## config.mk

```make
export PLATFORM = sky130hd
export DESIGN_NAME = sram_arbiter
export DESIGN_NICKNAME = d
export VERILOG_FILES = /design/src/rtl/sram_arbiter.sv
export SDC_FILE = /design/constraint.sdc
export NUM_CORES = 1
export LEC_CHECK = 0
export ABC_AREA = 1
export BUFFER_PORTS_ARGS = -buffer_cell sky130_fd_sc_hd__clkbuf_2
export CORE_ASPECT_RATIO = 1.75
export CORE_UTILIZATION = 30
export CTS_CLUSTER_DIAMETER = 200
export DETAILED_ROUTE_END_ITERATION = 8
export PLACE_DENSITY = 0.59
export SLEW_MARGIN = 0
export SYNTH_ARGS = -nofsm -noshare
export SYNTH_HDL_FRONTEND = slang
export SYNTH_SLANG_ARGS = --single-unit
```

## constraint.sdc

```tcl
create_clock -name Clk -period 1.6 [get_ports Clk]
set_input_delay 0.32 -clock Clk [delete_from_list [all_inputs] [get_ports Clk]]
set_output_delay 0.32 -clock Clk [all_outputs]
set_load 0.1 [all_outputs]
```

## src/rtl/sram_arbiter.sv

```systemverilog
// rtl/sram_arbiter.sv - two-port round-robin arbiter and strobe sequencer for a 16-bit async SRAM
module sram_arbiter #(
  parameter int WAIT_CYCLES = 2,
  parameter int ADDR_W      = 20,
  parameter int DATA_W      = 16
) (
  input  logic              Clk,
  input  logic              Reset,
  input  logic              req0,
  input  logic              we0,
  input  logic [ADDR_W-1:0] addr0,
  input  logic [DATA_W-1:0] wdata0,
  input  logic [1:0]        be0,
  output logic              ack0,
  output logic [DATA_W-1:0] rdata0,
  input  logic              req1,
  input  logic              we1,
  input  logic [ADDR_W-1:0] addr1,
  input  logic [DATA_W-1:0] wdata1,
  input  logic [1:0]        be1,
  output logic              ack1,
  output logic [DATA_W-1:0] rdata1,
  output logic              CE,
  output logic              OE,
  output logic              WE,
  output logic              UB,
  output logic              LB,
  output logic [ADDR_W-1:0] A,
  output logic [DATA_W-1:0] Data_out,
  output logic              Data_oe,
  input  logic [DATA_W-1:0] Data_in,
  output logic              busy,
  output logic              grant
);

  typedef enum logic [2:0] {
    IDLE,
    RD,
    RD_DONE,
    WR_SETUP,
    WR_PULSE,
    WR_HOLD
  } state_t;

  localparam logic [3:0] CNT_LOAD = 4'(WAIT_CYCLES - 1);

  state_t      state;
  logic [3:0]  cnt;
  logic        pick;
  logic        sel_we;
  logic [ADDR_W-1:0] sel_addr;
  logic [DATA_W-1:0] sel_wdata;
  logic [1:0]  sel_be;

  // On contention the port that did not own the last access wins.
  always_comb begin
    pick      = (req0 && req1) ? ~grant : req1;
    sel_we    = pick ? we1    : we0;
    sel_addr  = pick ? addr1  : addr0;
    sel_wdata = pick ? wdata1 : wdata0;
    sel_be    = pick ? be1    : be0;
  end

  // Pin registers double as the latched copy of the granted request.
  always_ff @(posedge Clk or negedge Reset) begin
    if (!Reset) begin
      state    <= IDLE;
      cnt      <= 4'd0;
      CE       <= 1'b1;
      OE       <= 1'b1;
      WE       <= 1'b1;
      UB       <= 1'b1;
      LB       <= 1'b1;
      A        <= '0;
      Data_out <= '0;
      Data_oe  <= 1'b0;
      rdata0   <= '0;
      rdata1   <= '0;
      ack0     <= 1'b0;
      ack1     <= 1'b0;
      busy     <= 1'b0;
      grant    <= 1'b1;
    end else begin
      ack0 <= 1'b0;
      ack1 <= 1'b0;
      case (state)
        IDLE: begin
          if (req0 || req1) begin
            grant <= pick;
            cnt   <= CNT_LOAD;
            A     <= sel_addr;
            UB    <= ~sel_be[1];
            LB    <= ~sel_be[0];
            CE    <= 1'b0;
            busy  <= 1'b1;
            if (sel_we) begin
              Data_out <= sel_wdata;
              Data_oe  <= 1'b1;
              state    <= WR_SETUP;
            end else begin
              OE    <= 1'b0;
              state <= RD;
            end
          end
        end
        RD: begin
          if (cnt == 4'd0) begin
            if (grant) rdata1 <= Data_in;
            else       rdata0 <= Data_in;
            ack0  <= ~grant;
            ack1  <= grant;
            CE    <= 1'b1;
            OE    <= 1'b1;
            UB    <= 1'b1;
            LB    <= 1'b1;
            state <= RD_DONE;
          end else begin
            cnt <= cnt - 4'd1;
          end
        end
        RD_DONE: begin
          busy  <= 1'b0;
          state <= IDLE;
        end
        WR_SETUP: begin
          WE    <= 1'b0;
          state <= WR_PULSE;
        end
        WR_PULSE: begin
          if (cnt == 4'd0) begin
            WE    <= 1'b1;
            ack0  <= ~grant;
            ack1  <= grant;
            state <= WR_HOLD;
          end else begin
            cnt <= cnt - 4'd1;
          end
        end
        WR_HOLD: begin
          CE      <= 1'b1;
          UB      <= 1'b1;
          LB      <= 1'b1;
          Data_oe <= 1'b0;
          busy    <= 1'b0;
          state   <= IDLE;
        end
        default: state <= IDLE;
      endcase
    end
  end

endmodule

```

==> metrics, run 1 <==
outcome finished, violations left; failing checks setup timing; final worst-path cycle share 102%; # diodes 0; fin crit period 1.64 ns; Startpoint Class flip-flop; GRT Overall Usage 17.0%; vias per inst 4.56; Yosys warning count 0; DRT Pass-1 Iters 4; Max Slew Vio Count 0; dpl hpwl 8670 um; layout cells sized above 1 38.5%; Final ANT Viol Nets 0; initial antenna violation count 0; Worst setup startpoint cnt[1]$_DFFE_PN0P_; final hold vios 0; Worst-Margin Slew 0.568 ns; Die X-Extent 88.6 um; busiest grt layer met2; Synth cell types 27; Die ar. 0.0136 mm^2; clk buf depth 2; largest net degree at the start of global routing 37; fin worst setup slack -0.0381 ns; io pins 176; global route overflow 0; H-tree depth 3; CTS tree yes; fmax 0.610 GHz; setup TNS -0.0607 ns; number of global-route vias before repair 3755; Reg area 0.00214 mm^2; Clock Latency Late Sink 0.35 ns; Num Clock Sinks 85; Synth Cell Area 0.00394 mm^2; WL per Instance 13.7 um; Seq/Total Area, Yosys 54.2%; via count 3946; met2 Usage GRT 31.8%; met3 Use GR 2.90%; area grow syn2layout 45.9%; number of fill cells in the layout 1291; Crit path required time 1.84 ns; Rows 55; Hold Startpoint Data_in[14]; Cell Count, Final, Fillers Out 865; critical path class flip-flop to flip-flop; DP Cell Count 831; multi-input logic area 0.00172 mm^2; cells after synthesis 491; final setup violation count 3; most frequent cells in the layout nand2_1 (221), clkbuf_2 (167), dfrtp_1 (79), o21ai_1 (64), nor2_1 (28); routability cong. 0.813; Max-Cap Viols 0; slew margin rel. 62.3%; I/O Buffers 175; Die H 154 um; Clock Tree Root clkbuf_16; worst hold slack 0.191 ns; M1 GR Usage 17.8%; core region area 0.0129 mm^2; crit path capture type flip-flop; most common cell after layout, fill and taps aside nand2_1; first-pass GRT wire length 17600 um; Post-layout nets 788; clock slew at reported path FFs 0.07 ns; syn_nets 590; Clock Skews 0.00820 ns; DR iter-0 viols 177; initial core utilization 30.6%; signal arrival time at the worst endpoint 1.88 ns; Post-Route WL 11900 um; Synth Area per Inst 8.03 um^2; CP max FO 6; Seq cells post-synth 85; Residual DRC 0; RSZ-0062 raised after global routing yes; FF-to-FF Start cnt[1]$_DFFE_PN0P_; Hold Crit Class primary input to flip-flop; CTS buffer count 9
-- metrics by stage --
stage,setup WS (ns),utilization [%],instance area [um^2]
after floorplan,-0.0371,-,3950
after global placement,0.0685,40.1,5160
after detailed placement,-0.0102,40.1,5160
after CTS,-0.00577,42.7,5490
after global routing,-0.113,44.7,5750
final,-0.0381,44.7,5750
-- layout make-up --
| class | instances | area share (%) |
|---|---|---|
| Multi-Input combinational cell | 367 | 29.9 |
| Inverter | 19 | 1.28 |
| Tap cell | 171 | 3.72 |
| Sequential cell | 85 | 37.2 |
| Timing Repair Buffer | 207 | 22.4 |
| Clock buffer | 9 | 3.92 |
| Clock inverter | 7 | 1.55 |
-- synth_stat cells, drive strengths merged --
library cell	instances	area (um^2)
buf	19	116
a21boi	1	7.51
dfrtp	79	1980
clkbuf	3	11.3
dfstp	6	158
o211ai	1	7.51
or2	2	12.5
xor2	1	8.76
ha	1	12.5
nand2	237	932
inv	19	73.8
a21oi	3	15.0
nand3	5	25.0
nor2	35	189
nor3	1	5.00
o21ai	78	390
-- worst max-delay path: stages, from the launching register on --
cell and delay, ns:
dfrtp_1 0.41, inv_2 0.09, ha_4 0.16, nand2_4 0.05
nor2_4 0.26, nand2_8 0.11, buf_8 0.15, buf_6 0.12
o21ai_2 0.13, nand2_1 0.07
-- state kept, by name (all words and copies together) (netlist names) --
register and count:
UB 1, state 3, WE 1, rdata1 16, ack0 1, grant 1
OE 1, Data_out 16, rdata0 16, A 20, Data_oe 1, ack1 1
cnt 4, LB 1, CE 1, busy 1
-- worst paths after layout --
path                                            end  slack [ns]  cells past startpoint
min in group asynchronous     rdata0[2]$_DFFE_PN0P_        0.47                      2
hold reg to reg            Data_out[10]$_DFFE_PN0P_        0.48                      2
hold / removal               rdata1[14]$_DFFE_PN0P_        0.19                      3
max in group asynchronous   Data_out[6]$_DFFE_PN0P_        0.52                      3
setup reg to reg             rdata1[12]$_DFFE_PN0P_       -0.04                      9
setup / recovery             rdata1[12]$_DFFE_PN0P_       -0.04                      9
-- timing repair --
item	in CTS	in global routing
hold endpoints to repair	24	0
setup buffers	0	16
endpoints found under the setup margin	4	51
gates cloned	1	1
hold buffers	1	0
pin swaps	0	21
gates resized for setup	0	31
-- kinds of logic after synthesis --
family          synth area share, %
xor+xnor                      0.222
flops                          54.2
compound gates                 10.7
fa+ha+maj                     0.317
buf+inv                        5.11
simple gates                   29.5
-- routing by layer --
layer	vias up	share of wire, %	wire length (um)
met5	-	0	0
met1	1846	38	4520
li1	1949	-	-
met4	0	2.6	314
met3	25	4.0	473
met2	126	55	6560
Power of run 1 is left out: the tool's default activity adds up to more than one toggle a clock period on the data nets, which glitch-free logic cannot reach.
==> run 2: changes to the inputs <==
CORE_UTILIZATION = 43   (was 30)
CTS_BUF_LIST = sky130_fd_sc_hd__clkbuf_4 sky130_fd_sc_hd__clkbuf_8 sky130_fd_sc_hd__clkbuf_16   (was unset)
PLACE_DENSITY = 0.79   (was 0.59)
==> metrics, run 2 (synthesis results as in run 1) <==
I/O Buffers 175; Post-Place Setup Slack -0.0362 ns; largest net degree at the start of global routing 41; CTS buffer count 9; crit path capture type flip-flop; Die H 129 um; global route overflow 0; initial core utilization 44.9%; Slowest cell on crit path dfrtp_1; initial antenna violation count 0; Cell Count, Final, Fillers Out 798; GRT Overall Usage 23.4%; signal arrival time at the worst endpoint 1.75 ns; Worst-Margin Slew 0.588 ns; Rows 45; H-tree depth 3; number of global-route vias before repair 3757; clk buf depth 2; fin worst setup slack 0.0712 ns; Post-layout nets 776; largest register by flop count A; final hold vios 0; clock slew at reported path FFs 0.06 ns; area grow syn2layout 41.8%; fin crit period 1.53 ns; Startpoint Class flip-flop; Die X-Extent 74.4 um; most frequent cells in the layout nand2_1 (227), clkbuf_2 (168), dfrtp_1 (79), o21ai_1 (66), nor2_1 (28); DP Cell Count 771; Clock Skews 0.00785 ns; Max Slew Vio Count 0; design area 0.00559 mm^2; DRT Pass-1 Iters 4; io pins 176; via count 3871; Num Clock Sinks 85; Post-Route WL 11100 um; first-pass GRT wire length 17000 um; Crit path max-delay family flip-flops; slew margin rel. 61.0%; most common cell after layout, fill and taps aside nand2_1; final worst-path cycle share 95.5%; fmax 0.654 GHz; Clock Latency Late Sink 0.34 ns; core region area 0.00878 mm^2; setup TNS 0 ns; final setup violation count 0; CP cell instances inv_2 -> ha_4 -> nand2_2 -> nor2_4 -> buf_12 -> nand2_8 -> buf_4 -> o21ai_1 -> nand2_1; Crit path required time 1.82 ns; delay of the slowest critical-path stage 0.41 ns; DR iter-0 viols 222; Residual DRC 0; Clock Tree Root clkbuf_16; outcome finished clean; CTS tree yes; CP max FO 7; Hold Crit Class primary input to flip-flop; flop2flop setup slack 0.07 ns; Max-Cap Viols 0; # diodes 0; WL per Instance 13.9 um; dpl hpwl 7800 um; Final ANT Viol Nets 0; Die ar. 0.00957 mm^2; routability cong. 0.891; RSZ-0062 raised after global routing yes; critical path class flip-flop to flip-flop; WP buf/inv 3; vias per inst 4.85; layout cells sized above 1 36.1%; max reg flops 20; placed cell areas 0.00509 mm^2
run 2: cell types whose count changed in the layout (fill, tap and decap cells not counted), sizes merged:
cell	previous run	this run
buf	39	25
bufinv	1	2
clkbuf	176	179
clkinv	0	2
clkinvlp	1	0
inv	24	19
nand2	237	238
run 2: worst register-to-register path, delay by kind of cell (launching register included):
family,cells,cell delay (ns)
DFF,1,0.41
adders and majority gates,1,0.14
and+or+nand+nor,4,0.33
buffers and inverters,3,0.40
AOI/OAI and AO/OA,1,0.13
run 2: per-stage QoR:
stage / util, % / hold slack (ns)
6_report: 63.6 / 0.198
5_1_grt: 63.6 / 0.206
4_1_cts: 62.6 / 0.193
3_5_place_dp: 57.9 / 0.262
3_3_place_gp: 57.9 / 0.263
2_1_floorplan: - / 0.0244
run 2: per-layer routing:
layer,share of wire [%],vias to the layer above,track usage [%]
li1,-,1919,-
met1,40,1773,25.6
met2,50,160,41.6
met3,7.3,19,5.64
met4,2.3,0,10.3
met5,0,-,0
run 2: cell type report:
cell class / count / area, um^2
clock buffer: 11 / 240
clock inverter: 4 / 73.8
fill: 727 / 3190
inverter: 19 / 76.3
multi-input combinational: 368 / 1690
sequential: 85 / 2140
tap: 117 / 146
timing repair buffer: 194 / 1230
run 2: path summary, 6_finish.rpt:
path,depth (start not counted),start,end
min in group asynchronous,2,Reset,Data_out[0]$_DFFE_PN0P_
worst min-delay path,3,Data_in[10],rdata1[10]$_DFFE_PN0P_
max in group asynchronous,3,Reset,OE$_DFFE_PN1P_
worst max-delay path,9,cnt[1]$_DFFE_PN0P_,rdata0[2]$_DFFE_PN0P_
worst min register to register,2,busy$_DFFE_PN0P_,busy$_DFFE_PN0P_
worst max register to register,9,cnt[1]$_DFFE_PN0P_,rdata0[2]$_DFFE_PN0P_
run 2: repair_timing:
action	in CTS	in global routing
endpoints found under the setup margin	27	56
pin swaps	7	6
gates cloned	3	0
resized for setup	4	7
hold endpoints to repair	26	0
setup buffers	2	7
hold buffers	1	0
Power of run 2 is left out for the same reason.
==> run 3: changes to the inputs <==
PLACE_DENSITY = unset   (was 0.79)
PLACE_DENSITY_LB_ADDON = 0.3   (was unset)
==> metrics, run 3 (synthesis results as in run 1) <==
outcome finished clean; slew margin rel. 62.9%; final hold vios 0; vias per inst 4.90; Max-Cap Viols 0; DR iter-0 viols 233; Hold Crit Class primary input to flip-flop; CTS buffer count 9; core region area 0.00878 mm^2; CTS tree yes; Slowest cell on crit path dfstp_4; largest net degree at the start of global routing 50; DRT Pass-1 Iters 4; most frequent cells in the layout nand2_1 (226), clkbuf_2 (167), dfrtp_1 (79), o21ai_1 (66), nor2_1 (29); clk buf depth 2; Post-Route WL 10800 um; fmax 0.635 GHz; WL per Instance 13.6 um; Worst-Margin Slew 0.560 ns; # diodes 0; critical path class flip-flop to output port; Crit path required time 1.28 ns; initial antenna violation count 0; CP max FO 3; Clock Skews 0.00989 ns; initial core utilization 44.9%; Startpoint Class flip-flop; Clock Latency Late Sink 0.33 ns; global route overflow 0; delay of the slowest critical-path stage 0.63 ns; GRT Overall Usage 22.6%; signal arrival time at the worst endpoint 1.25 ns; final setup violation count 0; Num Clock Sinks 85; crit path capture type output port; io pins 176; Post-layout nets 776; RSZ-0062 raised after global routing yes; area grow syn2layout 40.7%; via count 3913; dpl hpwl 7820 um; Final ANT Viol Nets 0; layout cells sized above 1 36.1%; worst hold slack 0.205 ns; fin crit period 1.57 ns; largest register by flop count A; Final Util 63.1%; routability cong. 0.865; number of fill cells in the layout 766; most common cell after layout, fill and taps aside nand2_1; max reg flops 20; first-pass GRT wire length 16700 um; Die H 129 um; CP cell instances buf_8 -> buf_12; I/O Buffers 175; Max Slew Vio Count 0; Rows 45; Die X-Extent 74.4 um; H-tree depth 3; clock slew at reported path FFs 0.06 ns; Die ar. 0.00957 mm^2; number of global-route vias before repair 3793; setup TNS 0 ns; Residual DRC 0; final worst-path cycle share 98.4%; Clock Tree Root clkbuf_16
## run 3: changes by cell type in the layout (fill, tap and decap cells not counted), moves of 2 or more
| cell | before | now |
|---|---|---|
| nand2_2 | 4 | 6 |
| clkbuf_4 | 2 | 4 |
| buf_12 | 15 | 12 |
| buf_6 | 0 | 3 |
## run 3: worst paths after layout
path | start | end | slack, ns | cells past startpoint
worst max register to register | cnt[0]$_DFFE_PN0P_ | rdata1[1]$_DFFE_PN0P_ | 0.04 | 9
worst min-delay path | Data_in[12] | rdata0[12]$_DFFE_PN0P_ | 0.21 | 3
min in group asynchronous | Reset | A[13]$_DFFE_PN0P_ | 0.38 | 2
worst min register to register | rdata1[6]$_DFFE_PN0P_ | rdata1[6]$_DFFE_PN0P_ | 0.48 | 2
max in group asynchronous | Reset | WE$_DFFE_PN1P_ | 0.66 | 3
worst max-delay path | grant$_DFFE_PN1P_ | grant | 0.03 | 2
## run 3: layout make-up
type                            count  area [um^2]  share of cell area [%]
Multi-Input combinational cell    368         1680                    30.3
Clock inverter                      3         40.0                   0.722
Clock buffer                       13          255                    4.60
Inverter                           19         73.8                    1.33
Tap cell                          117          146                    2.64
Timing Repair Buffer              194         1210                    21.8
Sequential cell                    85         2140                    38.6
## run 3: stage by stage
step	worst slack (ns)	cell area (um^2)	std cells
global placement	0.0807	5060	771
global route	-0.0710	5550	799
finish	0.0256	5550	799
floorplan	-0.0371	3950	491
detailed placement	-0.0378	5060	771
CTS	-0.0235	5400	790
## run 3: what timing repair did
action / 4_1_cts / 5_1_grt
endpoints found under the hold margin: 11 / 0
setup buffers: 0 / 8
hold buffers: 1 / 0
gates cloned: 2 / 1
gates resized for setup: 1 / 12
endpoints found under the setup margin: 19 / 40
pin swaps: 3 / 6
## run 3: worst max-delay path: cells and delay by family (launching register included)
| kind | cells | cell delay (ns) |
|---|---|---|
| flops | 1 | 0.63 |
| buf+inv | 2 | 0.30 |
## run 3: metal layers
layer / routed length (um) / GRT usage (%) / part of all wire [%]
met2: 5910 / 41.5 / 55
met1: 4080 / 23.6 / 38
met3: 673 / 5.56 / 6.2
met4: 176 / 9.54 / 1.6
met5: 0 / 0 / 0
Power of run 3 is left out for the same reason.
